--- src/rtl/fir_pkg.sv ---
// Shared types and constants for the FIR front end.
package fir_pkg;

    // Sample format shared by the feeder and the 16-tap FIR.
    typedef logic signed [15:0] sample_t;

    // Issue sequencer states.
    typedef enum logic [1:0] {
        IDLE      = 2'd0,
        WAIT_DONE = 2'd1,
        GAP       = 2'd2
    } feeder_state_t;

    localparam int FIR_TAPS = 16;

endpackage : fir_pkg

--- src/rtl/sample_fifo.sv ---
// Synchronous sample FIFO: registered storage, async-reset pointers and
// occupancy count. Push is refused when full and pop when empty.
module sample_fifo
    import fir_pkg::*;
#(
    parameter int DEPTH = 8
) (
    input  logic                   ck,
    input  logic                   rst,
    input  logic                   push_i,
    input  sample_t                push_data_i,
    input  logic                   pop_i,
    output sample_t                head_o,
    output logic [$clog2(DEPTH):0] count_o
);

    localparam int AW = $clog2(DEPTH);
    localparam logic [AW:0] FULL_COUNT = (AW + 1)'(DEPTH);

    sample_t         mem_q [DEPTH];
    logic [AW-1:0]   wr_ptr_q;
    logic [AW-1:0]   wr_ptr_d;
    logic [AW-1:0]   rd_ptr_q;
    logic [AW-1:0]   rd_ptr_d;
    logic [AW:0]     count_q;
    logic [AW:0]     count_d;
    logic            do_push;
    logic            do_pop;

    assign do_push = push_i && (count_q < FULL_COUNT);
    assign do_pop  = pop_i && (count_q != '0);

    // Next pointers and occupancy; pointers wrap naturally at DEPTH.
    always_comb begin
        wr_ptr_d = wr_ptr_q;
        rd_ptr_d = rd_ptr_q;
        count_d  = count_q;
        if (do_push) begin
            wr_ptr_d = wr_ptr_q + AW'(1);
        end else begin
            wr_ptr_d = wr_ptr_q;
        end
        if (do_pop) begin
            rd_ptr_d = rd_ptr_q + AW'(1);
        end else begin
            rd_ptr_d = rd_ptr_q;
        end
        case ({do_push, do_pop})
            2'b10:   count_d = count_q + (AW + 1)'(1);
            2'b01:   count_d = count_q - (AW + 1)'(1);
            default: count_d = count_q;
        endcase
    end

    // Pointer and count state, cleared asynchronously.
    always_ff @(posedge ck or posedge rst) begin
        if (rst) begin
            wr_ptr_q <= '0;
            rd_ptr_q <= '0;
            count_q  <= '0;
        end else begin
            wr_ptr_q <= wr_ptr_d;
            rd_ptr_q <= rd_ptr_d;
            count_q  <= count_d;
        end
    end

    // Sample storage; contents are don't-care until written.
    always_ff @(posedge ck) begin
        if (do_push) begin
            mem_q[wr_ptr_q] <= push_data_i;
        end
    end

    assign head_o  = mem_q[rd_ptr_q];
    assign count_o = count_q;

endmodule : sample_fifo

--- src/rtl/fir_feeder.sv ---
// Paces buffered producer samples into the FIR: one single-cycle issue
// pulse per sample, then wait for FIR completion (or a timeout) and a
// guard gap before the next issue.
module fir_feeder
    import fir_pkg::*;
#(
    parameter int DEPTH      = 8,
    parameter int GAP_CYCLES = 2,
    parameter int TIMEOUT    = 64
) (
    input  logic                   ck,
    input  logic                   rst,
    input  sample_t                s_data,
    input  logic                   s_valid,
    output logic                   s_ready,
    output sample_t                fir_in,
    output logic                   fir_input_ready,
    input  logic                   fir_output_ready,
    output logic                   busy,
    output logic [$clog2(DEPTH):0] fifo_count,
    output logic                   timeout_err
);

    localparam int CW = $clog2(DEPTH) + 1;
    localparam int TW = $clog2(TIMEOUT);
    localparam logic [CW-1:0] FULL_COUNT = CW'(DEPTH);
    localparam logic [TW-1:0] TMO_LAST   = TW'(TIMEOUT - 1);
    // With no guard gap, GAP is only reached on a timeout and lasts one cycle.
    localparam logic [3:0]    GAP_LAST   = (GAP_CYCLES == 0) ? 4'd0 : 4'(GAP_CYCLES - 1);

    // Reject parameter sets the sequencer cannot honour.
    if ((DEPTH < 2) || (DEPTH > 64) || ((DEPTH & (DEPTH - 1)) != 0)) begin : g_bad_depth
        $error("fir_feeder: DEPTH must be a power of two in 2..64");
    end
    if ((GAP_CYCLES < 0) || (GAP_CYCLES > 15)) begin : g_bad_gap
        $error("fir_feeder: GAP_CYCLES must be in 0..15");
    end
    if (TIMEOUT <= FIR_TAPS + 4) begin : g_bad_timeout
        $error("fir_feeder: TIMEOUT must exceed the FIR processing time");
    end

    feeder_state_t   state_q;
    sample_t         fir_in_q;
    logic            fir_input_ready_q;
    logic            busy_q;
    logic            timeout_err_q;
    logic [TW-1:0]   tmo_cnt_q;
    logic [3:0]      gap_cnt_q;

    sample_t         fifo_head;
    logic [CW-1:0]   fifo_cnt;
    logic            push;
    logic            issue;

    // Ready does not anticipate a same-cycle pop, so a full FIFO never accepts.
    assign s_ready = !rst && (fifo_cnt < FULL_COUNT);
    assign push    = s_valid && s_ready;
    assign issue   = (state_q == IDLE) && (fifo_cnt != '0);

    sample_fifo #(
        .DEPTH (DEPTH)
    ) u_fifo (
        .ck          (ck),
        .rst         (rst),
        .push_i      (push),
        .push_data_i (s_data),
        .pop_i       (issue),
        .head_o      (fifo_head),
        .count_o     (fifo_cnt)
    );

    // Issue sequencer: issue pulse, completion/timeout wait, guard gap.
    always_ff @(posedge ck or posedge rst) begin
        if (rst) begin
            state_q           <= IDLE;
            fir_in_q          <= '0;
            fir_input_ready_q <= 1'b0;
            busy_q            <= 1'b0;
            timeout_err_q     <= 1'b0;
            tmo_cnt_q         <= '0;
            gap_cnt_q         <= 4'd0;
        end else begin
            case (state_q)
                IDLE: begin
                    fir_input_ready_q <= 1'b0;
                    if (issue) begin
                        fir_in_q          <= fifo_head;
                        fir_input_ready_q <= 1'b1;
                        tmo_cnt_q         <= '0;
                        busy_q            <= 1'b1;
                        state_q           <= WAIT_DONE;
                    end
                end
                WAIT_DONE: begin
                    fir_input_ready_q <= 1'b0;
                    // A completion on the timeout edge wins over the timeout.
                    if (fir_output_ready) begin
                        gap_cnt_q <= 4'd0;
                        if (GAP_CYCLES == 0) begin
                            state_q <= IDLE;
                            busy_q  <= 1'b0;
                        end else begin
                            state_q <= GAP;
                        end
                    end else if (tmo_cnt_q == TMO_LAST) begin
                        timeout_err_q <= 1'b1;
                        gap_cnt_q     <= 4'd0;
                        state_q       <= GAP;
                    end else begin
                        tmo_cnt_q <= tmo_cnt_q + TW'(1);
                    end
                end
                GAP: begin
                    fir_input_ready_q <= 1'b0;
                    if (gap_cnt_q == GAP_LAST) begin
                        state_q <= IDLE;
                        busy_q  <= 1'b0;
                    end else begin
                        gap_cnt_q <= gap_cnt_q + 4'd1;
                    end
                end
                default: begin
                    state_q           <= IDLE;
                    fir_input_ready_q <= 1'b0;
                    busy_q            <= 1'b0;
                end
            endcase
        end
    end

    assign fir_in          = fir_in_q;
    assign fir_input_ready = fir_input_ready_q;
    assign busy            = busy_q;
    assign fifo_count      = fifo_cnt;
    assign timeout_err     = timeout_err_q;

endmodule : fir_feeder

--- config.mk ---
export PLATFORM = sky130hd
export DESIGN_NAME = fir_feeder
export DESIGN_NICKNAME = d
export VERILOG_FILES = /design/src/rtl/fir_pkg.sv /design/src/rtl/sample_fifo.sv /design/src/rtl/fir_feeder.sv
export SDC_FILE = /design/constraint.sdc
export NUM_CORES = 1
export LEC_CHECK = 0
export ABC_AREA = 1
export CAP_MARGIN = 10
export CORE_MARGIN = 3
export CORE_UTILIZATION = 30
export CTS_CLUSTER_DIAMETER = 150
export DETAILED_ROUTE_END_ITERATION = 16
export PLACE_DENSITY = 0.51
export SYNTH_ARGS = -nofsm -noshare
export SYNTH_HDL_FRONTEND = slang
export SYNTH_SLANG_ARGS = --single-unit
--- constraint.sdc ---
create_clock -name ck -period 4 [get_ports ck]
set_clock_uncertainty 0.1 [all_clocks]
set_input_delay 0.8 -clock ck [delete_from_list [all_inputs] [get_ports ck]]
set_output_delay 0.8 -clock ck [all_outputs]
set_load 0.02 [all_outputs]
==> flow_summary_export.csv, run 1 <==
group,metric,value,unit
hold_path,min_path_cells,1,
run,cap_viol_max_count,0,
logic_synthesis,avgSynthCellArea,11.4,µm²
logic_synthesis,netlist_area,7000,µm²
critical_path,r2r_start,"u_fifo.count_o[2]$_DFFE_PP0P_",
logic_synthesis,synth_edf_count,128,
finish,drive_above_1_share,8.49,%
clock_network,cts_root_buf,"clkbuf_16",
placed_design,pre_cts_slack,1.11,ns
clock_network,cts_buffers,17,
logic_synthesis,yosysTopAreaCell,"edfxtp_1",
clock_network,cts_resized,0,
clock_network,htree_levels,4,
clock_network,clk_latency,0.42,ns
critical_path,cp_top_family,"buffers and inverters",
floorplan,start_util,30.7,%
critical_path,crit_chain,"clkdlybuf4s50_1 > nor2_1 > clkdlybuf4s50_1",
grt,gr-total-overflow,0,
routing,first_pass_iters,5,
clock_network,cts_hold_buf,0,
logic_synthesis,synth_fp_nets,640,
power,p_total,6.12,mW
floorplan,design.die.area,25200,µm²
floorplan,coreArea,22800,µm²
clock_network,cts_setup_buffers,0,
critical_path,slowest_delay,0.62,ns
logic_synthesis,ys.flop_type,"edfxtp_1",
timing,setup_viol,0,
critical_path,r2r_cells,12,
timing,setup_tns,0,ns
placed_design,post_dp_cell_area,7680,µm²
grt,grt_pass1_vias,4409,
floorplan,row_count,55,
timing,relSlewSlack,33.8,%
grt,grt_usage,12.5,%
clock_network,clockBufferDepth,2,
finish,final_cell_area,8260,µm²
critical_path,crit_path_start_kind,"input port",
critical_path,reg2reg_setup_slack,1.61,ns
power,cellLeakagePower,3.06,nW
routing,wl_per_cell,15.5,µm
timing,finalCritPeriodShare,72.0,%
status,status,"finished clean",
routing,vias,4452,
timing,max_freq,347,MHz
finish,nNetsFinal,686,
logic_synthesis,seq_area_frac_synth,69.5,%
logic_synthesis,synth_top_area_share,54.9,%
grt,grt_max_degree,66,
hold_path,hold_class,"flip-flop to flip-flop",
routing,dr.first_iter.drc_count,388,
logic_synthesis,yosys.cell_types.count,29,
grt,antenna_found_initial,0,
logic_synthesis,synth_warnings,0,
timing,fin_ws,1.12,ns
placed_design,port_buffers,43,
critical_path,critPathKind,"input port to primary output",
finish,area_delta_synth_final,18.0,%
critical_path,cp.depth,3,
routing,via_per_inst,4.52,
critical_path,worstPathMaxFanout,2,
logic_synthesis,synthMostInstantiatedCell,"nor2_1",
timing,slew_violations,0,
clock_network,clock-sinks,169,
logic_synthesis,yosys-top-cells-area,"edfxtp_1 (55%), dfrtp_1 (15%), nor2_1 (7.8%), o21ai_0 (4.8%), nand3_1 (4.1%)",
routing,postRouteAntennaNets,0,
routing,drc,0,
critical_path,required,3.10,ns
floorplan,die_h,159,µm
hold_path,hold_end,"timeout_err$_DFFE_PP0P_",
placed_design,gp_congestion,0.761,
floorplan,io_pins,44,
logic_synthesis,synthTopCellsByCount,"nor2_1 (145), edfxtp_1 (128), nand2_1 (76), o21ai_0 (67), nand3_1 (58)",
logic_synthesis,synth-seq-cells,169,
critical_path,cp-end-kind,"primary output",
grt,grt_pass1_wl,24400,µm
timing,rsz0062_at_grt,"no",
timing,post-route-min-period,2.88,ns
timing,hold_viol_final,0,
critical_path,path_buf_inv,2,
logic_synthesis,async_flop_share,24.3,%
power,power_density,741,nW/µm²
logic_synthesis,postSynthCellCount,612,
floorplan,die_x,159,µm
critical_path,cpMostUsedCell,"clkdlybuf4s50_1",
hold_path,hp-start,"timeout_err$_DFFE_PP0P_",
timing,worstMarginPinSlew,0.992,ns
finish,diodes,0,
critical_path,r2r-end,"u_fifo.count_o[2]$_DFFE_PP0P_",
clock_network,path_clk_slew,0.06,ns
placed_design,place_hpwl,8940,µm
routing,wirelength,15300,µm
critical_path,critical_path_arrival,1.98,ns
critical_path,cp_slowest_cell,"clkdlybuf4s50_1",
clock_network,cts_tree,"yes",
power,peakVddDrop,0.000380,V
cell families after synthesis:
| logic type | Yosys count | synth area share (%) |
|---|---|---|
| AOI/OAI and AO/OA | 82 | 5.97 |
| xor gates and xnor gates | 7 | 0.876 |
| adders and majority gates | 8 | 1.43 |
| buffers and inverters | 54 | 4.81 |
| DFF | 169 | 69.5 |
| and+or+nand+nor | 292 | 17.4 |
metal layers:
metal | global-route usage (%) | up-vias | part of all wire (%) | wire, µm
li1 | - | 2175 | - | -
met1 | 15.8 | 2166 | 45 | 6840
met2 | 21.1 | 92 | 50 | 7570
met3 | 2.84 | 19 | 3.9 | 589
met4 | 4.54 | 0 | 1.9 | 292
met5 | 0 | - | 0 | 0
layout by cell type, fill, tap and decap left out, drive strengths merged:
cell type / n
clkinv: 7
clkdlybuf4s50: 43
xnor2: 2
inv: 27
buf: 12
edfxtp: 128
a31o: 1
or2: 4
bufinv: 3
ha: 8
clkbuf: 20
xor2: 5
nor2: 147
o21a: 1
dfrtp: 41
nand3b: 1
clkinvlp: 1
o21ai: 76
nand2: 81
o22ai: 1
a21oi: 3
nand3: 59
how the worst max path moves through the flow:
stage | endpoint | start
6_report | s_ready | rst
5_1_grt | s_ready | rst
4_1_cts | s_ready | rst
3_5_place_dp | s_ready | rst
3_3_place_gp | s_ready | rst
2_1_floorplan | u_fifo.mem_q[0][0]$_DFFE_PP_ | rst
power breakdown:
| part | internal (mW) | switching, mW | leakage (nW) |
|---|---|---|---|
| Combinational | 0.751 | 1.43 | 1.11 |
| Sequential | 2.16 | 0.151 | 1.67 |
| Clock | 0.980 | 0.651 | 0.281 |
cell type report:
cell class	instances	area [µm²]
clock buffers	20	437
clock inverters	12	149
fillers	2207	14500
inverters	26	97.6
multi-input cells	389	1800
flip-flops and latches	169	4870
well taps	313	392
repair buffers	55	520
state kept, by name (all words and copies together) (netlist names), 2 cells and up:
signal,flops
u_fifo.mem_q,128
fir_in,16
tmo_cnt_q,6
gap_cnt_q,4
u_fifo.count_o,4
u_fifo.rd_ptr_q,3
u_fifo.wr_ptr_q,3
state_q,2
per-stage QoR:
step	hold WS, ns	util [%]	instances
global route	0.405	36.3	984
CTS	0.382	36.3	984
floorplan	0.353	-	612
finish	0.378	36.3	984
detailed placement	0.365	33.7	952
global placement	0.352	33.7	952
(Power assumes the default switching activity.)
==> inputs of run 2 (changes only) <==
Clock period 4 ns to 2.75 ns, I/O delays scaled along.
==> flow_summary_export.csv, run 2 (synthesis gave the netlist of run 1 again) <==
group,metric,value,unit
hold_path,hold_class,"flip-flop to flip-flop",
critical_path,cp-end-kind,"primary output",
clock_network,clock-sinks,169,
timing,slew_violations,0,
clock_network,clk_latency,0.42,ns
critical_path,critPathKind,"input port to primary output",
finish,fill_cells,2211,
finish,seqCellArea,4870,µm²
floorplan,coreArea,22800,µm²
clock_network,cts_hold_buf,0,
floorplan,design.die.area,25200,µm²
status,status,"finished clean",
clock_network,clockBufferDepth,2,
timing,setup_viol,0,
grt,grt_pass1_wl,25100,µm
routing,wl_per_cell,15.7,µm
finish,final_common_cell,"nor2_1",
timing,setup_tns,0,ns
placed_design,port_buffers,43,
power,cellLeakagePower,3.11,nW
finish,drive_above_1_share,9.78,%
clock_network,cts_resized,0,
finish,area_delta_synth_final,19.4,%
grt,grt_usage,12.7,%
routing,postRouteAntennaNets,0,
clock_network,cts_setup_buffers,0,
routing,vias,4459,
timing,fin_worst_hold_slack,0.375,ns
floorplan,die_h,159,µm
finish,diodes,0,
power,power_density,1090,nW/µm²
finish,nNetsFinal,690,
routing,drc,0,
clock_network,cts_root_buf,"clkbuf_16",
routing,via_per_inst,4.51,
routing,wirelength,15500,µm
finish,layout_common_cells,"nor2_1 (145), edfxtp_1 (128), nand2_1 (76)",
finish,fin_util,36.7,%
timing,hold_viol_final,0,
critical_path,required,2.10,ns
placed_design,place_hpwl,10100,µm
clock_network,htree_levels,4,
power,peakVddDrop,0.000459,V
floorplan,start_util,30.7,%
placed_design,pre_cts_slack,0.217,ns
routing,dr.first_iter.drc_count,405,
grt,grt_max_degree,66,
finish,regMostFlops,"u_fifo.mem_q",
critical_path,crit_path_start_kind,"input port",
placed_design,gp_congestion,0.864,
grt,antenna_found_initial,0,
grt,gr-total-overflow,0,
timing,post-route-min-period,2.39,ns
timing,finalCritPeriodShare,86.9,%
timing,max_freq,419,MHz
critical_path,worstPathMaxFanout,2,
floorplan,die_x,159,µm
clock_network,cts_tree,"yes",
run,cap_viol_max_count,0,
power,p_total,9.10,mW
finish,largest_reg_flops,128,
clock_network,path_clk_slew,0.06,ns
clock_network,cts_buffers,17,
floorplan,io_pins,44,
timing,relSlewSlack,54.6,%
grt,grt_pass1_vias,4578,
critical_path,critical_path_arrival,1.74,ns
timing,fin_ws,0.361,ns
floorplan,row_count,55,
timing,rsz0062_at_grt,"no",
routing,first_pass_iters,4,
timing,worstMarginPinSlew,0.682,ns
finish,multi_input_area,1800,µm²
-- run 2: path summary, 6_finish.rpt --
check	start	to	slack (ns)	cells past startpoint
worst max-delay path	rst	s_ready	0.36	3
worst min-delay path	timeout_err$_DFFE_PP0P_	timeout_err$_DFFE_PP0P_	0.38	1
worst max register to register	u_fifo.count_o[1]$_DFFE_PP0P_	u_fifo.count_o[2]$_DFFE_PP0P_	0.70	12
worst min register to register	timeout_err$_DFFE_PP0P_	timeout_err$_DFFE_PP0P_	0.38	1
max in group asynchronous	rst	u_fifo.rd_ptr_q[0]$_DFFE_PP0P_	1.63	3
min in group asynchronous	rst	fir_in[14]$_DFFE_PP0P_	0.51	3
-- run 2: report_power, final --
part	internal, mW	total [mW]	switching [mW]
registers	3.14	3.37	0.226
logic	1.15	3.25	2.11
clock network	1.49	2.48	0.984
total	5.78	9.10	3.32
-- run 2: layer usage --
layer,vias up,global-route usage [%],share of wire (%)
met1,2191,17.0,48
met3,15,2.43,3.3
met4,0,4.38,1.2
met5,-,0,0
met2,70,20.6,48
li1,2183,-,-
-- run 2: cell type report --
type | instances | area share (%)
clock buffers | 20 | 5.46
well taps | 313 | 4.68
repair buffers | 59 | 7.03
flip-flops and latches | 169 | 58.2
multi-input cells | 389 | 21.5
clock inverters | 12 | 1.94
inverters | 26 | 1.17
-- run 2: worst max-delay path, stage by stage --
cell             delay [ns]
clkdlybuf4s50_1        0.43
nor2_1                 0.14
clkdlybuf4s50_1        0.62
-- run 2: per-stage QoR --
| stage | instance area, µm² | std cells |
|---|---|---|
| final | 8360 | 988 |
| after global routing | 8360 | 988 |
| after CTS | 8360 | 988 |
| after floorplan | 7000 | 612 |
| after global placement | 7740 | 956 |
| after detailed placement | 7740 | 956 |
==> inputs of run 3 (changes only) <==
Settings changed: CORE_MARGIN 3 to 8, PLACE_DENSITY 0.51 to 0.53.
Clock period 2.75 ns to 2 ns, I/O delays scaled along.
==> flow_summary_export.csv, run 3 (synthesis gave the netlist of run 1 again) <==
group,metric,value,unit
placed_design,port_buffers,43,
power,p_int,8.20,mW
critical_path,critical_path_arrival,1.40,ns
timing,worstMarginPinSlew,0.420,ns
finish,largest_reg_flops,128,
clock_network,clockBufferDepth,2,
grt,grt_usage,11.8,%
critical_path,required,1.50,ns
clock_network,cts_root_buf,"clkbuf_16",
power,cellLeakagePower,3.23,nW
timing,fin_worst_hold_slack,0.374,ns
critical_path,startpoint,"fir_in[4]$_DFFE_PP0P_",
critical_path,cp_slowest_cell,"clkdlybuf4s50_1",
timing,hold_viol_final,0,
routing,wl_per_cell,15.8,µm
timing,relSlewSlack,72.0,%
routing,dr.first_iter.drc_count,436,
timing,max_freq,525,MHz
finish,nNetsFinal,702,
finish,regMostFlops,"u_fifo.mem_q",
floorplan,row_count,56,
power,p_switching,4.70,mW
clock_network,htree_levels,4,
power,switching_share,36.5,%
floorplan,coreArea,23200,µm²
finish,final_cell_area,8700,µm²
timing,setup_tns,0,ns
critical_path,r2r_start,"u_fifo.count_o[3]$_DFFE_PP0P_",
placed_design,post_dp_cell_area,8080,µm²
placed_design,place_hpwl,9480,µm
status,status,"finished clean",
routing,drc,0,
finish,layout_common_cells,"nor2_1 (134), edfxtp_1 (128), nand2_1 (76)",
critical_path,reg2reg_setup_slack,0.1,ns
hold_path,hold_class,"flip-flop to flip-flop",
floorplan,start_util,30.2,%
power,power_density,1480,nW/µm²
power,peakVddDrop,0.000718,V
critical_path,slowest_delay,0.61,ns
routing,wirelength,15900,µm
floorplan,io_pins,44,
routing,via_per_inst,4.40,
finish,diodes,0,
critical_path,cp-end-kind,"primary output",
finish,area_delta_synth_final,24.3,%
grt,grt_max_degree,66,
clock_network,clk_latency,0.42,ns
floorplan,design.die.area,28500,µm²
power,p_seq_share,35.9,%
power,power_frac_clock,27.1,%
clock_network,path_clk_slew,0.06,ns
critical_path,path_buf_inv,1,
clock_network,cts_tree,"yes",
routing,postRouteAntennaNets,0,
routing,first_pass_iters,4,
clock_network,cts_setup_buffers,0,
critical_path,cp.depth,1,
finish,drive_above_1_share,13.7,%
critical_path,r2r-end,"u_fifo.mem_q[2][1]$_DFFE_PP_",
critical_path,critPathKind,"flip-flop to primary output",
run,cap_viol_max_count,0,
routing,vias,4424,
critical_path,r2r_cells,5,
timing,slew_violations,0,
critical_path,worstPathMaxFanout,2,
clock_network,cts_hold_buf,0,
timing,setup_viol,0,
critical_path,crit_chain,"clkdlybuf4s50_1",
grt,grt_pass1_vias,4550,
placed_design,gp_congestion,0.756,
power,combPwrFrac,37.0,%
critical_path,cp_top_family,"buffers and inverters",
critical_path,crit_path_start_kind,"flip-flop",
floorplan,die_h,169,µm
finish,final_common_cell,"nor2_1",
floorplan,die_x,169,µm
grt,gr-total-overflow,0,
timing,finalCritPeriodShare,95.2,%
grt,grt_pass1_wl,25700,µm
clock_network,cts_buffers,17,
critical_path,endpoint,"fir_in[4]",
grt,antenna_found_initial,0,
timing,rsz0062_at_grt,"no",
clock_network,clock-sinks,169,
timing,post-route-min-period,1.90,ns
run 3: power by group through the flow:
stage	sequential (mW)	combinational (mW)	clock, mW
after floorplan	4.92	3.16	0
after global placement	4.70	4.85	0
after CTS	4.63	4.88	3.57
after global routing	4.69	5.40	3.72
after detailed placement	4.70	4.89	0
final	4.63	4.77	3.50
run 3: repair_timing:
item                                    CTS  global route
cloned                                    0             0
endpoints found under the setup margin    4             2
gates resized for setup                   4             3
endpoints found under the hold margin     0             0
pin swaps                                 0             0
run 3: cell type report:
class                   instances  area (µm²)
flip-flops and latches        169        4880
well taps                     319         399
clock buffers                  18         429
repair buffers                 71         813
clock inverters                14         196
multi-input cells             389        1890
inverters                      26        97.6
fillers                      2255       14500
run 3: per-stage QoR:
stage / instances / setup slack (ns) / total power, mW / util, %
3_3_place_gp: 974 / -0.328 / 9.55 / 34.8
6_report: 1006 / 0.0968 / 12.9 / 37.5
3_5_place_dp: 974 / -0.352 / 9.59 / 34.8
4_1_cts: 1006 / 0.00890 / 13.1 / 37.5
5_1_grt: 1006 / 0.00454 / 13.8 / 37.5
2_1_floorplan: 612 / 0.00169 / 8.07 / -
run 3: how the worst min path moves through the flow:
stage / from / end / slack, ns / depth (start not counted)
2_1_floorplan: tmo_cnt_q[3]$_DFFE_PP0P_ / tmo_cnt_q[3]$_DFFE_PP0P_ / 0.35 / 2
3_3_place_gp: timeout_err$_DFFE_PP0P_ / timeout_err$_DFFE_PP0P_ / 0.36 / 1
3_5_place_dp: timeout_err$_DFFE_PP0P_ / timeout_err$_DFFE_PP0P_ / 0.36 / 1
4_1_cts: timeout_err$_DFFE_PP0P_ / timeout_err$_DFFE_PP0P_ / 0.38 / 1
5_1_grt: timeout_err$_DFFE_PP0P_ / timeout_err$_DFFE_PP0P_ / 0.39 / 1
6_report: timeout_err$_DFFE_PP0P_ / timeout_err$_DFFE_PP0P_ / 0.37 / 1
run 3: layer usage:
layer,part of all wire (%),global-route usage [%],vias to the layer above
met2,47,19.4,74
met3,4.2,3.12,8
li1,-,-,2212
met5,0,0,-
met4,0.63,2.87,0
met1,48,15.2,2130
